==> src/rtl/usb_rx_pkg.sv <==
// Shared types and constants for the USB receive packet sequencer.
// Holds the FSM state enum, PID encodings, status codes and status-priority helpers.
package usb_rx_pkg;

    typedef enum logic [2:0] {
        S_IDLE,
        S_PID,
        S_TOKEN,
        S_DATA,
        S_HSHK,
        S_DONE,
        S_DRAIN
    } state_t;

    localparam logic [3:0] PID_OUT   = 4'b0001;
    localparam logic [3:0] PID_IN    = 4'b1001;
    localparam logic [3:0] PID_SETUP = 4'b1101;
    localparam logic [3:0] PID_DATA0 = 4'b0011;
    localparam logic [3:0] PID_DATA1 = 4'b1011;
    localparam logic [3:0] PID_ACK   = 4'b0010;
    localparam logic [3:0] PID_NAK   = 4'b1010;
    localparam logic [3:0] PID_STALL = 4'b1110;

    localparam logic [2:0] ST_OK       = 3'd0;
    localparam logic [2:0] ST_PID_ERR  = 3'd1;
    localparam logic [2:0] ST_RCV_ERR  = 3'd2;
    localparam logic [2:0] ST_LEN_ERR  = 3'd3;
    localparam logic [2:0] ST_OVERFLOW = 3'd4;

    localparam logic [6:0] MAX_PAYLOAD = 7'd64;

    // Handler state for a PID; S_DRAIN marks a PID outside the known classes.
    function automatic state_t pid_class(input logic [3:0] p);
        case (p)
            PID_OUT, PID_IN, PID_SETUP: return S_TOKEN;
            PID_DATA0, PID_DATA1:       return S_DATA;
            PID_ACK, PID_NAK, PID_STALL: return S_HSHK;
            default:                    return S_DRAIN;
        endcase
    endfunction

    function automatic logic [2:0] status_rank(input logic [2:0] s);
        case (s)
            ST_RCV_ERR:  return 3'd4;
            ST_PID_ERR:  return 3'd3;
            ST_LEN_ERR:  return 3'd2;
            ST_OVERFLOW: return 3'd1;
            default:     return 3'd0;
        endcase
    endfunction

    // A new code replaces the latched one only if it ranks strictly higher.
    function automatic logic [2:0] merge_status(input logic [2:0] cur, input logic [2:0] nw);
        return (status_rank(nw) > status_rank(cur)) ? nw : cur;
    endfunction

endpackage

==> src/rtl/usb_rx_crc_strip.sv <==
// Two-entry delay line that withholds the trailing CRC16 bytes of a data packet.
// A byte appears on dout (with dout_valid) only in the cycle a third byte is pushed behind it.
module usb_rx_crc_strip (
    input  logic       clk,
    input  logic       rst,
    input  logic       push,
    input  logic [7:0] din,
    input  logic       flush,
    output logic [7:0] dout,
    output logic       dout_valid
);

    logic [7:0] d_new;
    logic [7:0] d_old;
    logic       v_new;
    logic       v_old;

    assign dout       = d_old;
    assign dout_valid = push && v_old;

    always_ff @(posedge clk or posedge rst) begin
        if (rst) begin
            d_new <= '0;
            d_old <= '0;
            v_new <= 1'b0;
            v_old <= 1'b0;
        end else if (flush) begin
            v_new <= 1'b0;
            v_old <= 1'b0;
        end else if (push) begin
            d_old <= d_new;
            v_old <= v_new;
            d_new <= din;
            v_new <= 1'b1;
        end
    end

endmodule

==> src/rtl/usb_rx_pkt_seq.sv <==
// USB receive packet sequencer: decodes PID, token fields and data payload,
// forwards payload to a FIFO with CRC bytes stripped, and reports a status per packet.
module usb_rx_pkt_seq
    import usb_rx_pkg::*;
(
    input  logic       clk,
    input  logic       rst,
    input  logic [7:0] rx_data,
    input  logic       write_enable,
    input  logic       rcv_error,
    input  logic       eop,
    input  logic       fifo_full,
    output logic       packet_type,
    output logic [7:0] fifo_wdata,
    output logic       fifo_write,
    output logic [3:0] pid,
    output logic [6:0] token_addr,
    output logic [3:0] token_endp,
    output logic [6:0] payload_len,
    output logic       pkt_done,
    output logic [2:0] pkt_status,
    output logic       busy
);

    state_t     state;
    state_t     cls_state;
    state_t     act;
    state_t     nxt;
    state_t     rx_cls;
    logic       pid_ok;
    logic       byte_in;
    logic [1:0] cnt;
    logic [1:0] cnt_next;
    logic [2:0] new_err;
    logic       fwd;
    logic       strip_push;
    logic       strip_flush;
    logic [7:0] strip_dout;
    logic       strip_valid;

    usb_rx_crc_strip u_strip (
        .clk        (clk),
        .rst        (rst),
        .push       (strip_push),
        .din        (rx_data),
        .flush      (strip_flush),
        .dout       (strip_dout),
        .dout_valid (strip_valid)
    );

    // The PID state handles the first post-PID cycle exactly like its class state.
    always_comb begin
        act         = (state == S_PID) ? cls_state : state;
        pid_ok      = (rx_data[7:4] == ~rx_data[3:0]);
        rx_cls      = pid_ok ? pid_class(rx_data[3:0]) : S_DRAIN;
        byte_in     = write_enable && !rcv_error;
        cnt_next    = (byte_in && cnt != 2'd3) ? cnt + 2'd1 : cnt;
        strip_push  = byte_in && (act == S_DATA);
        strip_flush = (state == S_IDLE) && write_enable;
        new_err     = ST_OK;
        fwd         = 1'b0;
        case (act)
            S_TOKEN: begin
                if (byte_in && cnt == 2'd2)
                    new_err = ST_LEN_ERR;
                if (eop && cnt_next < 2'd2)
                    new_err = ST_LEN_ERR;
            end
            S_DATA: begin
                if (strip_valid) begin
                    if (payload_len == MAX_PAYLOAD)
                        new_err = ST_LEN_ERR;
                    else if (fifo_full)
                        new_err = ST_OVERFLOW;
                    else
                        fwd = 1'b1;
                end
                if (eop && cnt_next < 2'd2)
                    new_err = ST_LEN_ERR;
            end
            S_HSHK: begin
                if (byte_in)
                    new_err = ST_LEN_ERR;
            end
            default: ;
        endcase
        if (rcv_error && state != S_IDLE)
            new_err = ST_RCV_ERR;

        case (state)
            S_IDLE:  nxt = write_enable ? S_PID : S_IDLE;
            S_DONE:  nxt = S_IDLE;
            default: begin
                if (eop)
                    nxt = S_DONE;
                else if (new_err != ST_OK || act == S_DRAIN)
                    nxt = S_DRAIN;
                else
                    nxt = act;
            end
        endcase
    end

    always_ff @(posedge clk or posedge rst) begin
        if (rst) begin
            state       <= S_IDLE;
            cls_state   <= S_IDLE;
            cnt         <= '0;
            packet_type <= 1'b0;
            fifo_wdata  <= '0;
            fifo_write  <= 1'b0;
            pid         <= '0;
            token_addr  <= '0;
            token_endp  <= '0;
            payload_len <= '0;
            pkt_done    <= 1'b0;
            pkt_status  <= ST_OK;
            busy        <= 1'b0;
        end else begin
            state      <= nxt;
            busy       <= (nxt != S_IDLE);
            pkt_done   <= (nxt == S_DONE);
            fifo_write <= fwd;
            if (fwd) begin
                fifo_wdata  <= strip_dout;
                payload_len <= payload_len + 7'd1;
            end
            if (state == S_IDLE) begin
                if (write_enable) begin
                    cls_state   <= rx_cls;
                    packet_type <= (rx_cls == S_DATA);
                    pkt_status  <= (rx_cls == S_DRAIN) ? ST_PID_ERR : ST_OK;
                    if (pid_ok)
                        pid <= rx_data[3:0];
                    token_addr  <= '0;
                    token_endp  <= '0;
                    payload_len <= '0;
                    cnt         <= '0;
                end
            end else begin
                pkt_status <= merge_status(pkt_status, new_err);
                cnt        <= cnt_next;
                if (act == S_TOKEN && byte_in) begin
                    if (cnt == 2'd0) begin
                        token_addr    <= rx_data[6:0];
                        token_endp[0] <= rx_data[7];
                    end else if (cnt == 2'd1) begin
                        token_endp[3:1] <= rx_data[2:0];
                    end
                end
            end
        end
    end

endmodule

==> config.mk <==
export PLATFORM = sky130hd
export DESIGN_NAME = usb_rx_pkt_seq
export DESIGN_NICKNAME = d
export VERILOG_FILES = /design/src/rtl/usb_rx_pkg.sv /design/src/rtl/usb_rx_crc_strip.sv /design/src/rtl/usb_rx_pkt_seq.sv
export SDC_FILE = /design/constraint.sdc
export NUM_CORES = 1
export LEC_CHECK = 0
export ABC_AREA = 0
export BUFFER_PORTS_ARGS = -buffer_cell sky130_fd_sc_hd__buf_2
export CAP_MARGIN = 20
export CORE_MARGIN = 10
export CORE_UTILIZATION = 60
export DETAILED_ROUTE_END_ITERATION = 8
export GPL_TIMING_DRIVEN = 1
export PLACE_DENSITY = 0.93
export SYNTH_ARGS = -nofsm -noshare
export SYNTH_HDL_FRONTEND = slang
export SYNTH_SLANG_ARGS = --single-unit
==> constraint.sdc <==
create_clock -name clk -period 8.1 [get_ports clk]
set_input_delay 1.62 -clock clk [delete_from_list [all_inputs] [get_ports clk]]
set_output_delay 1.62 -clock clk [all_outputs]
set_load 0.01 [all_outputs]
# Word level (Yosys, flattened, before mapping)
# Memories as Yosys holds them, arrays and structs flattened.
# Index checks and enable logic that the tools add are counted.
[word_totals]
memories = 1
romBits = 48
in_bits = 14
out_inout_bits = 37
register_bits = 63
word_cells = 123
[mem_list]
columns = ["name", "depth", "width", "rd", "rd_ports_with_merged_regs", "write_ports", "line", "rtl"]
rows = [
  ["(no name shown)", 16, 3, 1, 0, 0, "usb_rx_pkg.sv:34", "case (p)"],
]
[op_classes]
n_reduce_logical = 27
add_sub_neg = 2
n_mux = 47
bitwise = 2
n_eq_ne = 24
magnitude_cmp = 2
[ops]
columns = ["op", "n"]
rows = [
  ["two-way mux 3 bit", 17],
  ["two-way mux 7 bit", 7],
  ["one-hot mux 3 bit (4 select lines)", 2],
  ["equality test 3 x 2 -> 1 bit (second input constant)", 7],
  ["equality test 3 bit (second input constant)", 7],
  ["two-way mux 4 bit", 3],
  ["two-way mux 1 bit", 11],
  ["two-way mux 2 bit", 5],
  ["nonzero test 2 bit", 5],
  ["equality test 3 x 1 -> 1 bit (second input constant)", 3],
  ["logical AND 1 bit", 9],
  ["one-hot mux 3 bit (3 select lines)", 1],
  ["nonzero test 3 bit", 3],
  ["adder 7 x 1 -> 7 bit (second input constant)", 1],
  ["equality test 7 bit (second input constant)", 1],
  ["!= test 2 bit (second input constant)", 3],
  ["one-hot mux 3 bit (2 select lines)", 1],
  ["AND reduction 2 bit", 3],
  ["AND reduction 3 bit", 2],
  ["equality test 4 bit", 1],
  ["NOT 4 bit", 1],
  ["AND reduction 4 bit", 1],
  ["> comparator 3 bit", 1],
  ["logical NOT 3 bit", 1],
  ["other kinds (8)", 8],
]

# Longest topological paths before layout
[logic_depth]
word_depth = 15
ltp_mapped = 13

# Modules after synthesis
# Synthesis repeated with hierarchy kept, for this count alone.
[unflattened]
cells_unflattened = 274
hier_area_um2 = 3180.6
[modules_own_cells]
columns = ["mod", "area_per_inst_um2", "cells_per_inst", "instances", "seq_area_each_um2"]
rows = [
  ["usb_rx_pkt_seq", 2434.8, 231, 1, 1126.1],
  ["usb_rx_crc_strip", 745.7, 43, 1, 450.4],
]

# Worst setup path before layout
# Ideal clock, no wire load.
[synth_timing]
kind = "input -> register"
from = "input write_enable"
to = "register pkt_status[0]"
path_buffers = 1
setup_time_ns = 0.132
arrival_time_ns = 3.594
path_stages = 12
path_slack_ns = 4.374
path_cell_list = "clkbuf_1 nor3b_1 o211ai_1 a21o_1 o211a_1 nor2_1 ha_1 nor2b_1 o21a_1 o21a_1 o21ai_0 o211ai_1"
[synth_via]
elab_chain_len = 14
elab_cells_between_ends = 27
cone_classes = "order compare (2); eq/ne (5); mux (12); reduce/logical (8)"
[synth_rtl]
columns = ["item", "line", "rtl"]
rows = [
  ["start: declaration", "usb_rx_pkt_seq.sv:9", "input logic write_enable,"],
  ["logical AND 1 bit", "usb_rx_pkt_seq.sv:56", "byte_in = write_enable && !rcv_error;"],
  ["logical AND 1 bit", "usb_rx_pkt_seq.sv:57", "cnt_next = (byte_in && cnt != 2'd3) ? cnt + 2'd1 : cnt;"],
  ["two-way mux 2 bit", "usb_rx_pkt_seq.sv:57", ""],
  ["< comparator 2 bit", "usb_rx_pkt_seq.sv:66, usb_rx_pkt_seq.sv:78", ""],
  ["logical AND 1 bit", "usb_rx_pkt_seq.sv:66, usb_rx_pkt_seq.sv:78", ""],
  ["two-way mux 3 bit, on equally long branches", "usb_rx_pkt_seq.sv:78, usb_rx_pkt_seq.sv:66", ""],
  ["one-hot mux 3 bit (3 select lines)", "usb_rx_pkt_seq.sv:62", "case (act)"],
  ["two-way mux 3 bit", "usb_rx_pkt_seq.sv:87", "if (rcv_error && state != S_IDLE)"],
  ["equality test 3 bit (tied with other cells)", "usb_rx_pkg.sv:43", "case (s)"],
  ["one-hot mux 3 bit (4 select lines)", "usb_rx_pkg.sv:43", ""],
  ["two-way mux 3 bit", "usb_rx_pkt_seq.sv:128", "if (state == S_IDLE) begin"],
  ["> comparator 3 bit", "usb_rx_pkg.sv:54", "return (status_rank(nw) > status_rank(cur)) ? nw : cur;"],
  ["nonzero test 2 bit (no source line)", "n/a", ""],
  ["AND reduction 2 bit (no source line)", "n/a", ""],
  ["end signal: assignment", "usb_rx_pkt_seq.sv:132", "pkt_status <= (rx_cls == S_DRAIN) ? ST_PID_ERR : ST_OK;"],
  ["end signal: assignment", "usb_rx_pkt_seq.sv:141", "pkt_status <= merge_status(pkt_status, new_err);"],
  ["end: declaration", "usb_rx_pkt_seq.sv:21", "output logic [2:0] pkt_status,"],
]
# Parallel ways exist; a longest one is shown, timed or not. The select of a mux whose other input is x is not followed.
# A chain may end at the register's enable or synchronous reset.

# Final worst setup path
# Same ends and word-level chain as after synthesis.

==> results by group <==
Run status
  • Status: finished clean

Placement
  • Worst slack at placement: 4.101 ns
  • GP Congestion: 0.8496
  • Dpl cells: 396
  • PortBufs: 50
  • Dpl cell area: 3341 um2
  • Dpl hpwl: 5156 um

Die
  • Initial Utilization: 0.6323
  • Std cell rows: 25
  • Die H: 91.48 um
  • Num ports: 51
  • Die X: 91.48 um
  • Core Region: 4848 um2
  • DIE AREA: 8368 um2

Route
  • WL final: 7088 um
  • Met2 WL: 3394 um
  • Wire length on met1: 2927 um
  • Routed wl met3: 628 um
  • Vias: 2416
  • DR DRC count: 0
  • Wire per inst: 17.20 um
  • Top sig layer: met4
  • DR pass1 iterations: 4
  • Antenna Nets Post-Route: 0
  • DR iter-0 viols: 157
  • Drt via density: 5.864

Logic synthesis
  • Ys flop type: dfrtp_1
  • Synth area leaders: dfrtp_1 (51%), mux2_2 (5.9%), o21ai_0 (3.8%)
  • Top-area cell type share of the netlist area: 0.5143
  • Post-Syn Nets: 315
  • Seq/Total Area, Yosys: 0.5143
  • YS warnings: 0
  • Top cell type by total area after synthesis: dfrtp_1
  • Synthesized instance count: 292
  • Unique cell type count in the Yosys netlist: 52
  • Syn_area_per_cell: 10.50 um2
  • Synth Register Bits: 63
  • Mapped Area: 3065 um2
  • Async set or reset register ratio after synthesis: 1.000
  • EDFF count, synth: 0

Critical path
  • CP cell instances: buf_2, nor3b_1, o211ai_1, a21o_1, o211a_1, nor2_1, ha_1, nor2b_1, o21a_1, o21a_1, o21ai_0, o211ai_1
  • Critical Path AT: 3.84 ns
  • Crit path capture type: flip-flop
  • Data required, critical path: 8.31 ns
  • Crit path kind: primary input to flip-flop
  • CP Max Fanout: 13
  • CP max stage cell: o211ai_1
  • CP Launch Type: primary input
  • Critical path's largest stage delay: 0.30 ns

Timing
  • Fin crit share: 0.4479
  • Final Setup Violations: 0
  • Final Skew: 0.009137 ns
  • Min cycle time layout: 3.628 ns
  • Final hold vios: 0
  • F_max: 0.2756 GHz
  • Slew Viols, Final: 0
  • Measured slew at the worst slew-check pin: 1.070 ns
  • Setup TNS: 0 ns
  • Worst Setup Slack, final: 4.472 ns
  • Unrepaired setup endpoints after global routing: no
  • Relative slew slack: 0.2830

Clocking
  • CTS root buf: clkbuf_8
  • H-tree depth: 3
  • Clk_lat worst skew: 0.35 ns
  • CTS Buffer Depth: 2
  • Worst-path clk slew: 0.07 ns
  • Clk sink count: 63
  • CTS tree: done
  • CTS Buf Count: 9
  • Post-cts repair resize count: 0
  • Post-CTS Setup Inserts: 0
  • Hold Buf Count CTS: 0

Power
  • Switching Power: 0.3663 mW
  • Reg power frac: 0.410
  • Internal: 0.6951 mW
  • Clk pwr share: 0.295
  • Pleak: 1.811 nW
  • Pwr per Cell Area: 297.2 nW/um2
  • Sw Share: 0.3451
  • Gate power share: 0.295
  • Worst VDD drop: 181.3 uV

Finish
  • Layout Cells excl Fill: 412
  • Layout cell share with drive strength beyond 1: 0.2928
  • Fill count: 326
  • Reg area: 1577 um2
  • Finished Cell Area: 3571 um2
  • Nets: 363
  • Area of the multi-input gates: 1359 um2
  • Commonest non-fill, non-tap cells in the layout: dfrtp_1 (63), buf_2 (50), nand2_1 (29)
  • N_diodes: 0
  • Most common cell after layout, fill and taps aside: dfrtp_1
  • Area Growth Syn to Fin: 16.49%

Job
  • Max-cap violations: 0

Global routing
  • GRT Overall Usage: 0.1753
  • First-pass GRT wire length: 12120 um
  • Final global-route overflow total: 0
  • Initial antenna violation count: 0
  • Largest net degree at the start of global routing: 64
  • Vias in the first global route: 2497

Min path
  • Tightest Hold Check Type: flip-flop to flip-flop
sequential cells by signal, summed over array words and instances, names as in the netlist, 2 cells and up:
signal / count
cls_state: 3
cnt: 2
fifo_wdata: 8
payload_len: 7
pid: 4
pkt_status: 3
state: 3
token_addr: 7
token_endp: 4
u_strip.d_new: 8
u_strip.dout: 8
worst paths after layout:
kind / end / startpoint / slack [ns] / cells past startpoint
worst min-delay path: packet_type / packet_type / 0.48 / 1
worst min register to register: packet_type / packet_type / 0.48 / 1
worst max-delay path: pkt_status[0] / write_enable / 4.47 / 12
max in group asynchronous: token_endp[3] / rst / 6.11 / 3
min in group asynchronous: pkt_status[1] / rst / 1.49 / 3
worst max register to register: pkt_status[0] / payload_len[0] / 5.04 / 13
stage by stage:
step / util / total power [mW] / hold slack [ns]
detailed placement: 0.6890 / 0.7535 / 0.4714
CTS: 0.7365 / 1.063 / 0.4867
global placement: 0.6890 / 0.7328 / 0.4600
floorplan: - / 0.6584 / 0.4460
finish: 0.7365 / 1.061 / 0.4806
global route: 0.7365 / 1.132 / 0.5189
routing by layer:
metal / global-route usage / up-vias
li1: - / 1132
met1: 0.2039 / 1177
met2: 0.2814 / 95
met3: 0.06502 / 12
met4: 0.07963 / 0
met5: 0 / -
cell usage after synthesis, types with 3 or more instances:
| master | n |
|---|---|
| dfrtp_1 | 63 |
| nand2_1 | 29 |
| o21ai_0 | 23 |
| inv_1 | 16 |
| mux2_2 | 16 |
| nor2_1 | 14 |
| nand4_1 | 10 |
| ha_1 | 9 |
| nand3_1 | 8 |
| o21ai_2 | 8 |
| clkbuf_1 | 7 |
| a31oi_1 | 6 |
| a21oi_1 | 5 |
| buf_2 | 5 |
| a21o_1 | 4 |
| nand3b_1 | 4 |
| nor3_1 | 4 |
| xor2_1 | 4 |
| a21bo_2 | 3 |
| mux2i_1 | 3 |
| nand2b_1 | 3 |
| nor2b_1 | 3 |
| nor4_1 | 3 |
| o211ai_1 | 3 |
| o21a_1 | 3 |
| xnor2_1 | 3 |
final cells by class:
class | instances | area share
clock buffers | 11 | 0.04240
clock inverters | 5 | 0.02207
inverters | 17 | 0.01787
multi-input cells | 198 | 0.3805
flip-flops and latches | 63 | 0.4415
well taps | 67 | 0.02348
repair buffers | 51 | 0.07218
worst max-delay path, delay by kind of cell:
kind                       cells  cell delay (ns)
adders and majority gates      1             0.30
and+or+nand+nor                3             0.35
buffers and inverters          1             0.17
AOI/OAI and AO/OA              7             1.40
power groups by stage:
stage / Sequential (mW) / Combinational (mW) / Clock, mW
3_5_place_dp: 0.440 / 0.314 / 0
2_1_floorplan: 0.426 / 0.233 / 0
3_3_place_gp: 0.435 / 0.298 / 0
6_report: 0.436 / 0.313 / 0.313
5_1_grt: 0.445 / 0.358 / 0.330
4_1_cts: 0.435 / 0.315 / 0.314
cell families after synthesis:
group | Yosys count | share of synthesized area
buffers and inverters | 31 | 0.04245
muxes | 19 | 0.06857
DFF | 63 | 0.5143
and+or+nand+nor | 95 | 0.1678
AOI/OAI and AO/OA | 68 | 0.1502
xor gates and xnor gates | 7 | 0.02000
adders and majority gates | 9 | 0.03674
(Power assumes the default switching activity.)
